**src/rtl/led_scan_ctrl.sv**
```systemverilog
// Eight-digit seven-segment scan controller.
// Shadow/active registers give tear-free updates at frame boundaries.
module led_scan_ctrl #(
    parameter int DWELL_CYCLES = 50000,
    parameter int BLANK_CYCLES = 500
) (
    input  logic        clk,
    input  logic        rst,
    input  logic        en,
    input  logic        load,
    input  logic [31:0] data,
    input  logic [7:0]  dp,
    input  logic [7:0]  digit_en,
    output logic [2:0]  cs_pointer,
    output logic [7:0]  seg,
    output logic        blank,
    output logic        frame_done
);

    localparam int TMAX = (DWELL_CYCLES > BLANK_CYCLES) ? DWELL_CYCLES : BLANK_CYCLES;
    localparam int TW = (TMAX > 1) ? $clog2(TMAX) : 1;
    localparam logic [TW-1:0] DW_LAST = TW'(DWELL_CYCLES - 1);
    localparam logic [TW-1:0] BL_LAST = TW'(BLANK_CYCLES - 1);

    localparam logic [1:0] S_IDLE  = 2'd0;
    localparam logic [1:0] S_DWELL = 2'd1;
    localparam logic [1:0] S_BLANK = 2'd2;

    logic [1:0]    state;
    logic [TW-1:0] timer;
    logic [31:0]   pend_data, act_data, nxt_data;
    logic [7:0]    pend_dp, act_dp, nxt_dp;
    logic [7:0]    pend_en, act_en, nxt_en;
    logic          dwell_end, blank_end, start;
    logic [2:0]    nxt_ptr;
    logic [7:0]    seg_next;

    function automatic logic [7:0] encode(
        input logic [31:0] d,
        input logic [7:0]  m_dp,
        input logic [7:0]  m_en,
        input logic [2:0]  p
    );
        logic [3:0] nib;
        logic [6:0] s;
        nib = d[{p, 2'b00} +: 4];
        case (nib)
            4'h0: s = 7'h3F;
            4'h1: s = 7'h06;
            4'h2: s = 7'h5B;
            4'h3: s = 7'h4F;
            4'h4: s = 7'h66;
            4'h5: s = 7'h6D;
            4'h6: s = 7'h7D;
            4'h7: s = 7'h07;
            4'h8: s = 7'h7F;
            4'h9: s = 7'h6F;
            4'hA: s = 7'h77;
            4'hB: s = 7'h7C;
            4'hC: s = 7'h39;
            4'hD: s = 7'h5E;
            4'hE: s = 7'h79;
            default: s = 7'h71;
        endcase
        return m_en[p] ? {m_dp[p], s} : 8'h00;
    endfunction

    assign dwell_end = (state == S_DWELL) && (timer == DW_LAST);
    assign blank_end = (state == S_BLANK) && (timer == BL_LAST);
    assign start     = (state == S_IDLE) || (blank_end && cs_pointer == 3'd7);
    assign nxt_ptr   = (state == S_IDLE) ? 3'd0 : cs_pointer + 3'd1;

    // A load on the frame-start edge bypasses the shadow and goes straight to active.
    always_comb begin
        nxt_data = act_data;
        nxt_dp   = act_dp;
        nxt_en   = act_en;
        if (start) begin
            nxt_data = load ? data     : pend_data;
            nxt_dp   = load ? dp       : pend_dp;
            nxt_en   = load ? digit_en : pend_en;
        end
    end

    assign seg_next = encode(nxt_data, nxt_dp, nxt_en, nxt_ptr);

    always_ff @(posedge clk) begin
        if (rst) begin
            state      <= S_IDLE;
            timer      <= '0;
            cs_pointer <= 3'd0;
            seg        <= 8'h00;
            blank      <= 1'b1;
            frame_done <= 1'b0;
            pend_data  <= '0;
            pend_dp    <= '0;
            pend_en    <= '0;
            act_data   <= '0;
            act_dp     <= '0;
            act_en     <= '0;
        end else begin
            frame_done <= 1'b0;
            if (load) begin
                pend_data <= data;
                pend_dp   <= dp;
                pend_en   <= digit_en;
            end
            if (!en) begin
                state      <= S_IDLE;
                timer      <= '0;
                cs_pointer <= 3'd0;
                seg        <= 8'h00;
                blank      <= 1'b1;
            end else begin
                act_data <= nxt_data;
                act_dp   <= nxt_dp;
                act_en   <= nxt_en;
                case (state)
                    S_IDLE: begin
                        state      <= S_DWELL;
                        timer      <= '0;
                        cs_pointer <= 3'd0;
                        seg        <= seg_next;
                        blank      <= 1'b0;
                    end
                    S_DWELL: begin
                        if (dwell_end) begin
                            state <= S_BLANK;
                            timer <= '0;
                            seg   <= 8'h00;
                            blank <= 1'b1;
                        end else begin
                            timer <= timer + 1'b1;
                        end
                    end
                    S_BLANK: begin
                        if (blank_end) begin
                            state      <= S_DWELL;
                            timer      <= '0;
                            cs_pointer <= nxt_ptr;
                            seg        <= seg_next;
                            blank      <= 1'b0;
                            frame_done <= start;
                        end else begin
                            timer <= timer + 1'b1;
                        end
                    end
                    default: begin
                        state <= S_IDLE;
                        timer <= '0;
                    end
                endcase
            end
        end
    end

endmodule
```
**config.mk**
```make
export PLATFORM = sky130hd
export DESIGN_NAME = led_scan_ctrl
export DESIGN_NICKNAME = d
export VERILOG_FILES = /design/src/rtl/led_scan_ctrl.sv
export SDC_FILE = /design/constraint.sdc
export NUM_CORES = 1
export LEC_CHECK = 0
export CAP_MARGIN = 20
export CORE_MARGIN = 5
export CORE_UTILIZATION = 45
export DETAILED_ROUTE_END_ITERATION = 12
export HOLD_SLACK_MARGIN = 0.15
export PLACE_DENSITY = 0.72
export REMOVE_ABC_BUFFERS = 1
export SYNTH_ARGS = -nofsm -noshare
export SYNTH_HDL_FRONTEND = slang
export SYNTH_SLANG_ARGS = --single-unit
export TNS_END_PERCENT = 50
```
**constraint.sdc**
```tcl
create_clock -name clk -period 3.55 [get_ports clk]
set_input_delay 1.065 -clock clk [delete_from_list [all_inputs] [get_ports clk]]
set_output_delay 1.065 -clock clk [all_outputs]
set_load 0.005 [all_outputs]
```
Word-level counts from Yosys, hierarchy flattened
Memory sizes are Yosys's and may differ from the RTL's.
Index checks and enable logic that the tools add are counted.

word-level totals
  register bits = 127
  memory bits (read-only) = 112
  input port bits = 52
  output and inout port bits = 13
  logic and storage cells = 65
  memories kept = 1

memory list
  name             words  bits a word  read ports  clocked after Yosys merged registers in  wr ports  RTL line  text
  (no name shown)  16     7            1           0                                        0         47        case (nib)

cells by class
  $add $sub $neg = 2
  magnitude comparators = 1
  equality and inequality tests = 7
  shift-type cells = 1
  muxes and demuxes = 26
  bitwise gates (word level) = 3
  reduce and logical (&&, ||, !) cells = 12

operators with widths
  operator               count
  $mux 32                2
  $mux 8                 7
  $mux 16                2
  $pmux 16 s2            1
  $shiftx 32x6->4        1
  $pmux 8 s3             1
  $add 16x1->16 const B  1
  $eq 16x16->1 const B   1
  $eq 16x9->1 const B    1
  $bmux 1 s3             2
  $mux 3                 2
  $pmux 2 s3             1
  $pmux 3 s2             1
  $lt 3x4->1 const B     1
  $mux 1                 4
  $mux 2                 2
  $ne 2x2->1 const B     2
  $reduce_and 2->1       2
  $reduce_or 4->1        1
  $add 3x1->3 const B    1
  $eq 3x3->1 const B     1
  $logic_and 1x1->1      3
  $not 1->1              3
  $pmux 1 s3             1
  8 further kinds        8

Depth between registers and ports, before layout
Gate-level depths: netlist (run 1).

  depth in word-level cells = 10
  mapped depth = 16
  mapped depth without buffers = 14

Least setup slack after synthesis (run 1)
Ideal clock, no wire load.

  path type = input to register
  from = input port load
  to = register seg[0]
  library setup time = 0.069 ns
  arrival = 3.570 ns
  required time = 3.481 ns
  path slack = -0.090 ns
  stages on the path = 12
  path buffers = 3
  path through = buf_2 > buf_2 > buf_2 > mux2i_1 > a21oi_1 > o32ai_1 > o2bb2ai_1 > inv_1 > ha_1 > or3_1 > o221a_2 > o21ai_1

between the ends
  word-level cells in the longest chain between the ends = 7
  elaborated cells on any way between the ends = 11
  classes of those cells = shift (1); mux (9); memory (1)

ends and longest elaborated chain
  element                                               RTL line  text
  from (decl)                                           10        input logic load,
  $mux 32 / $mux 8 (equally long branches)              -
  $mux 32 / $mux 8 (equally long branches)              78        if (start) begin
  $shiftx 32x6->4 / $bmux 1 s3 (equally long branches)  46, 65
  $mem_v2 16x7 / $mux 1 (equally long branches)         -
  $mux 8 *                                              65        return m_en[p] ? {m_dp[p], s} : 8'h00;
  $mux 8                                                137       if (blank_end) begin
  $pmux 8 s3 *                                          118       case (state)
  to (signal assigned)                                  123       seg <= seg_next;
  to (signal assigned)                                  141       seg <= seg_next;
  to (decl)                                             15        output logic [7:0] seg,

Every way passes the cells marked *; elsewhere a longest branch is shown, timed or not. The select of a mux whose other input is x is not followed.
A chain may end at the register's enable or synchronous reset.

Worst setup path in the final report (run 1)
  from = register timer[0]
  to = register seg[3]

between the ends
  word-level cells in the longest chain between the ends = 10
  elaborated cells on any way between the ends = 18
  classes of those cells = eq/ne (4); shift (1); mux (7); reduce/logical (5); memory (1)

ends and longest elaborated chain
  element                                               RTL line  text
  from (decl)                                           30        logic [TW-1:0] timer;
  from (signal assigned)                                133       timer <= timer + 1'b1;
  from (signal assigned)                                145       timer <= timer + 1'b1;
  $eq 16x9->1                                           69        assign blank_end = (state == S_BLANK) && (timer == BL_LAST);
  $logic_and 1x1->1                                     69
  $logic_and 1x1->1                                     70        assign start = (state == S_IDLE) || (blank_end && cs_pointer == 3'd7);
  $logic_or 1x1->1                                      70
  $mux 32 / $mux 8 (equally long branches)              78
  $shiftx 32x6->4 / $bmux 1 s3 (equally long branches)  46, 65
  $mem_v2 16x7 / $mux 1 (equally long branches)         -
  $mux 8                                                65
  $mux 8                                                137
  $pmux 8 s3                                            118

Several ways; a longest one is shown, not always the timed one. The select of a mux whose other input is x is not followed.

==> results.md, run 1 <==
* Status: finished, final reports clean
* Die area at 15800 µm²
* Fin crit share at 0.930
* Fin. max-slew vios at 0
* Core box area at roughly 13000 µm²
* Iter 0 DRT Violations at between 400 and 500
* Syn Area/Cell at 8.90 µm²
* Kind of cell adding the most delay to the critical path: simple AND/OR/NAND/NOR gates
* Max-cap violations at 0
* WP data required at just under 4000 ps
* Initial antenna violation count at 0
* Cell taking the most area after synthesis: dfxtp_1
* Global placement routability congestion at ~0.86
* Post-CTS setup repair buffer count at 0
* #FFs+latches synth at roughly 130
* Crit path top cell by count: ha_1
* Non-filler instance count after layout at ~950
* Register area share after synthesis at 0.423
* Peak Freq at between 300 and 400 MHz
* DRT Pass-1 Iters at 5
* Clock Latency Late Sink at just over 400 ps
* Synth area leaders: dfxtp_1 (42%), mux2i_1 (9.3%), nor2_1 (7.4%)
* Die Y at 126 µm
* FP Rows at 42
* Pin count of the biggest net entering global routing at about 60
* Netlist cell types at 70
* PostCTS Resize Cnt at 0
* Placed cell count at 916
* Post-synth EDFFs at 0
* Via density at around 5.7
* Sink Count at roughly 130
* First-pass GRT wire length at around 26000 µm
* WL final at ~16000 µm
* Worst vdd ir at approximately 0.34 mV
* Hold Vio Cnt, Final at 0
* Critical setup path kind: register to register
* Worst-margin pin slew at 693 ps
* Startpoint class of the critical path: register
* HPWL after detailed placement at ~12000 µm
* Clk buf depth at 2
* Number of global-route vias before repair at 5302
* Top FF cell, synth: dfxtp_1
* Power Dens Cells at 508 nW/µm²
* IO Port Bufs at 64
* Yosys Warn Count at 0
* Hold-fix buffers, CTS at 0
* Synth Cell Area at 6010 µm²
* Worst Hold Margin at about 450 ps
* Die Wd at approximately 130 µm
* Final Setup Violations at 0
* P&R area growth vs syn at 26.8%
* Fin Clk Skew at about 7.5 ps
* CTS Buf Count at 17
* Crit-path cells: ha_1 -> nor4b_1 -> nand4_1 -> buf_4 -> nor2_2 -> o31ai_1 -> nand4b_1 -> a32oi_2 -> inv_2 -> ha_1 -> mux2i_1 -> nor3_1 -> a221o_1
* Initial core utilization at 0.455
* CP arrival at approximately 3600 ps
* Hold crit path type: register to register
* Post-layout nets at between 800 and 900
* Via count at about 5400
* Post-synth ARST share at 0
* Fraction of layout cells with a size suffix above 1 at 0.130
* Grt ovf at 0
* Syn Inst Count at slightly below 700
* CTS tree: yes
* CP peak stage delay at 360 ps
* Critical path fanouts, max at 7
* CP Capture Type: register
* Yosys top cell area share at 0.423
* Leak at 2.99 nW
* Placed inst area at around 7000 µm²
* CP max-delay cell: nor4b_1
* Design Area, Final at roughly 7600 µm²
* Max_slew headroom at 0.537
* Routed Antenna Nets at 0
* Tmin final at about 3300 ps
* DR DRC count at 0
* Buf+Inv Stages, Crit Path at 2
* Reg clk slew, reported paths at around 60 ps
* Drt wl/cell at between 15 and 20 µm
* RSZ-0062 raised after global routing: false
* GRT Util Overall at 0.207
* Clock Tree Root: clkbuf_16
* N_diodes at 0
* H-tree depth at 4
* IO Pins at 65
## tightest hold or removal path, stage by stage, from the launching register on
cell and delay, ps:
dfxtp_1 310, nand2_1 50, o21ai_1 50
## Yosys cell counts (11+ instances only)
library cell	n
a211oi_1	36
a21oi_1	23
clkbuf_1	28
dfxtp_1	127
ha_1	13
inv_1	11
mux2i_1	56
nand2_1	56
nand3_1	11
nor2_1	118
nor3_1	12
o21ai_0	33
## path summary, 6_finish.rpt
check,from,to,slack (ps),depth (start not counted)
hold reg to reg,seg[0]$_SDFFE_PP0P_,seg[0]$_SDFFE_PP0P_,450,2
setup reg to reg,timer[0]$_SDFF_PP0_,seg[3]$_SDFFE_PP0P_,250,13
setup / recovery,timer[0]$_SDFF_PP0_,seg[3]$_SDFFE_PP0P_,250,13
hold / removal,seg[0]$_SDFFE_PP0P_,seg[0]$_SDFFE_PP0P_,450,2
## final cells by class
type,count,area [µm²]
Fill cell,1142,5580
Timing Repair Buffer,111,996
Sequential cell,127,2540
Clock inverter,6,105
Multi-Input combinational cell,490,3210
Tap cell,176,220
Clock buffer,25,495
Inverter,12,45.0
## where the power goes
group	switching [mW]	internal, mW
Combinational	0.291	0.251
Clock	0.606	1.17
Sequential	0.0366	1.51
Total	0.933	2.93
## metal layers
layer	vias to the layer above	part of all wire	GRT usage
met5	-	0	0
met4	0	0.018	0.0778
met3	22	0.055	0.0512
met2	170	0.48	0.340
met1	2600	0.44	0.262
li1	2609	-	-
## flip-flops by register name, summed over array words and instances, names as in the netlist
signal / count
cs_pointer: 3
act_en: 8
seg: 8
blank: 1
act_data: 32
state: 2
act_dp: 8
pend_data: 32
pend_dp: 8
frame_done: 1
pend_en: 8
timer: 16
## cell families after synthesis
group / after synthesis / share of synthesized area
AO/OA/AOI/OAI: 155 / 0.184
flip-flops: 127 / 0.423
AND/OR/NAND/NOR: 246 / 0.187
buffers and inverters: 58 / 0.0423
XOR/XNOR: 14 / 0.0204
multiplexers: 62 / 0.116
adder cells (fa/ha/maj): 13 / 0.0271
## layout by cell type (no fill, tap or decap), drive strengths merged, types with 3 or more instances in the layout
| cell type | n |
|---|---|
| dfxtp | 127 |
| nor2 | 120 |
| clkdlybuf4s50 | 62 |
| nand2 | 57 |
| mux2i | 56 |
| buf | 49 |
| a211oi | 36 |
| o21ai | 35 |
| a21oi | 25 |
| clkbuf | 25 |
| ha | 13 |
| nor3 | 12 |
| inv | 12 |
| nand3 | 11 |
| nand4 | 9 |
| o211ai | 8 |
| xor2 | 8 |
| a31oi | 8 |
| and3 | 7 |
| mux4 | 6 |
| xnor2 | 6 |
| or3 | 5 |
| nor4 | 5 |
| nand2b | 4 |
| a211o | 4 |
| nor4b | 3 |
| o31ai | 3 |
| nor2b | 3 |
| a221oi | 3 |
| o221ai | 3 |
| o2bb2ai | 3 |
| a2bb2oi | 3 |
| bufinv | 3 |
| clkinv | 3 |
## stage by stage
step / TNS (ps) / setup slack [ps] / total power [mW] / util
floorplan: -5190 / -273 / 1.87 / -
global placement: -39.5 / -21.4 / 2.09 / 0.532
detailed placement: -214 / -84.0 / 2.11 / 0.532
CTS: 0 / 238 / 3.88 / 0.577
global route: 0 / 8.85 / 4.00 / 0.577
finish: 0 / 248 / 3.87 / 0.577
Power figures use the tool's default switching activity.
==> run 2, diff against run 1 <==
--- a/config.mk
+++ b/config.mk
@@ -6,12 +6,13 @@
 export NUM_CORES = 1
 export LEC_CHECK = 0
 export CAP_MARGIN = 20
-export CORE_MARGIN = 5
+export CORE_MARGIN = 2
 export CORE_UTILIZATION = 45
 export DETAILED_ROUTE_END_ITERATION = 12
 export HOLD_SLACK_MARGIN = 0.15
 export PLACE_DENSITY = 0.72
 export REMOVE_ABC_BUFFERS = 1
+export SLEW_MARGIN = 5
 export SYNTH_ARGS = -nofsm -noshare
 export SYNTH_HDL_FRONTEND = slang
 export SYNTH_SLANG_ARGS = --single-unit
==> run 2 against run 1 <==
Compared with the run above:
- clock skew is essentially flat
- register-to-register slack got worse by 30 ps
- flip-flop and latch count unchanged
- critical endpoint unchanged
- global-route usage up 3.3 points
- largest power group unchanged
- critical path depth unchanged
==> results.md, run 2 (same netlist as run 1, synthesis figures left out) <==
* Die area at 14300 µm² (-9.3%)
* P&R area growth vs syn at 26.2%
* Worst Hold Margin at 448 ps (+0.0650 ps)
* Max_slew headroom at 0.493 (-0.0441)
* Hold-fix buffers, CTS at 0 (unchanged)
* Reg clk slew, reported paths at 50 ps (about the same)
* CTS tree: yes
* Global placement routability congestion at 0.888 (+3.8%)
* Pin count of the biggest net entering global routing at 73 (+24%)
* CP arrival at 3640 ps (+30 ps)
* Max-cap violations at 0 (unchanged)
* Leading registers by flop count: act_data (32), pend_data (32), timer (16)
* HPWL after detailed placement at 11500 µm (-0.60%)
* IO Pins at 65 (unchanged)
* Via density at 5.69 (-0.25%)
* Fin crit share at 0.938 (+0.00825)
* Die Wd at 120 µm (-4.8%)
* DRT Pass-1 Iters at 6 (+1)
* Die Y at 120 µm (-4.8%)
* Setup tns final at 0 ps (unchanged)
* Grt ovf at 0 (unchanged)
* Critical setup path kind: register to register
* CTS Buf Count at 17 (unchanged)
* Number of global-route vias before repair at 5456 (+2.9%)
* Final worst slack at 219 ps (-29.3 ps)
* Placed cell count at 922 (+0.66%)
* Tmin final at 3330 ps (+29.3 ps)
* Status: finished, final reports clean
* Most frequent cells in the layout: dfxtp_1 (127), nor2_1 (118), clkdlybuf4s50_1 (62)
* Crit-path cells: ha_1 -> nor4b_1 -> nand4_1 -> buf_4 -> nor2_2 -> o31ai_1 -> nand4b_1 -> a32oi_2 -> inv_2 -> ha_1 -> mux2i_1 -> nor3_1 -> a221o_1
* RSZ-0062 raised after global routing: false
* Pwr Total at 3.67 mW (-5.2%)
* Sink Count at 127 (unchanged)
* Fin Clk Skew at 7.80 ps (+0.301 ps)
* H-tree depth at 4 (unchanged)
* Post-layout nets at 830 (+0.73%)
* FP Rows at 42 (unchanged)
* Core box area at 13100 µm² (-0.40%)
* Initial antenna violation count at 0 (unchanged)
* Worst-margin pin slew at 758 ps (+65.1 ps)
* Startpoint class of the critical path: register
* Post-CTS setup repair buffer count at 0 (unchanged)
* N_diodes at 0 (unchanged)
* Placed inst area at 7050 µm² (+0.52%)
* Design Area, Final at 7580 µm² (-0.43%)
* WL final at 16300 µm (about the same)
* Clk buf depth at 2 (unchanged)
* Drt wl/cell at 17.1 µm (-0.56%)
* Peak Freq at 300 MHz (-0.88%)
* Iter 0 DRT Violations at 565 (+23%)
* Util after Layout at 0.577 (about the same)
* WP data required at 3860 ps (about the same)
* CP Capture Type: register
* Routed Antenna Nets at 0 (unchanged)
* Critical path fanouts, max at 7 (unchanged)
* DR DRC count at 0 (unchanged)
* Fin. max-slew vios at 0 (unchanged)
* Leak at 2.96 nW (-0.77%)
* Commonest non-fill, non-tap cell in the layout: dfxtp_1
* CP max-delay cell: dfxtp_1
* IO Port Bufs at 64 (unchanged)
* Hold Vio Cnt, Final at 0 (unchanged)
* PostCTS Resize Cnt at 0 (unchanged)
* Clock Tree Root: clkbuf_16
* Initial core utilization at 0.457 (+0.00182)
* First-pass GRT wire length at 27100 µm (+2.2%)
* Crit path top cell by count: ha_1
* Final Setup Violations at 0 (unchanged)
* Clock Latency Late Sink at 420 ps (about the same)
* Fraction of layout cells with a size suffix above 1 at 0.139 (+0.00947)
* Power Dens Cells at 483 nW/µm² (-4.8%)
* Hold crit path type: register to register
* Worst vdd ir at 0.432 mV (+26%)
* Pre-CTS WS at -123 ps (-39.5 ps)
* GRT Util Overall at 0.240 (+0.0333)
* Non-filler instance count after layout at 952 (+0.53%)
* Via count at 5416 (+0.28%)
* CP peak stage delay at 360 ps (about the same)
-- run 2: changes by cell type in the layout (fill, tap and decap cells not counted), moves of 2 or more --
cell / before / now
buf_4: 46 / 52
bufinv_16: 3 / 1
clkbuf_8: 4 / 1
clkinv_2: 3 / 6
clkinvlp_4: 0 / 2
-- run 2: cell type report --
| type | instances | area, µm² |
|---|---|---|
| sequential | 127 | 2540 |
| fill | 1185 | 5560 |
| clock inverter | 8 | 67.6 |
| multi-input combinational | 490 | 3220 |
| clock buffer | 22 | 454 |
| inverter | 12 | 48.8 |
| timing repair buffer | 117 | 1030 |
| tap | 176 | 220 |
-- run 2: metal layers --
| metal | track usage | up-vias | share of wire |
|---|---|---|---|
| li1 | - | 2606 | - |
| met1 | 0.302 | 2573 | 0.43 |
| met2 | 0.401 | 207 | 0.48 |
| met3 | 0.0627 | 30 | 0.070 |
| met4 | 0.0809 | 0 | 0.014 |
| met5 | 0 | - | 0 |
-- run 2: power by group --
group	leakage [nW]	switching [mW]	internal, mW
Sequential	1.04	0.0369	1.51
Combinational	1.66	0.293	0.255
Clock	0.259	0.607	0.962
Total	2.96	0.938	2.73
-- run 2: critical path, delay by kind of cell (launching register included) --
| family | cells | cell delay (ps) |
|---|---|---|
| simple gates | 5 | 1110 |
| compound gates | 3 | 700 |
| fa+ha+maj | 2 | 550 |
| flops | 1 | 360 |
| buf+inv | 2 | 320 |
| mux | 1 | 170 |
-- run 2: path summary, 6_finish.rpt --
kind	startpoint	endpoint	slack [ps]	cells past startpoint
worst min register to register	seg[0]$_SDFFE_PP0P_	seg[0]$_SDFFE_PP0P_	450	2
worst max-delay path	timer[0]$_SDFF_PP0_	seg[3]$_SDFFE_PP0P_	220	13
worst max register to register	timer[0]$_SDFF_PP0_	seg[3]$_SDFFE_PP0P_	220	13
worst min-delay path	seg[0]$_SDFFE_PP0P_	seg[0]$_SDFFE_PP0P_	450	2
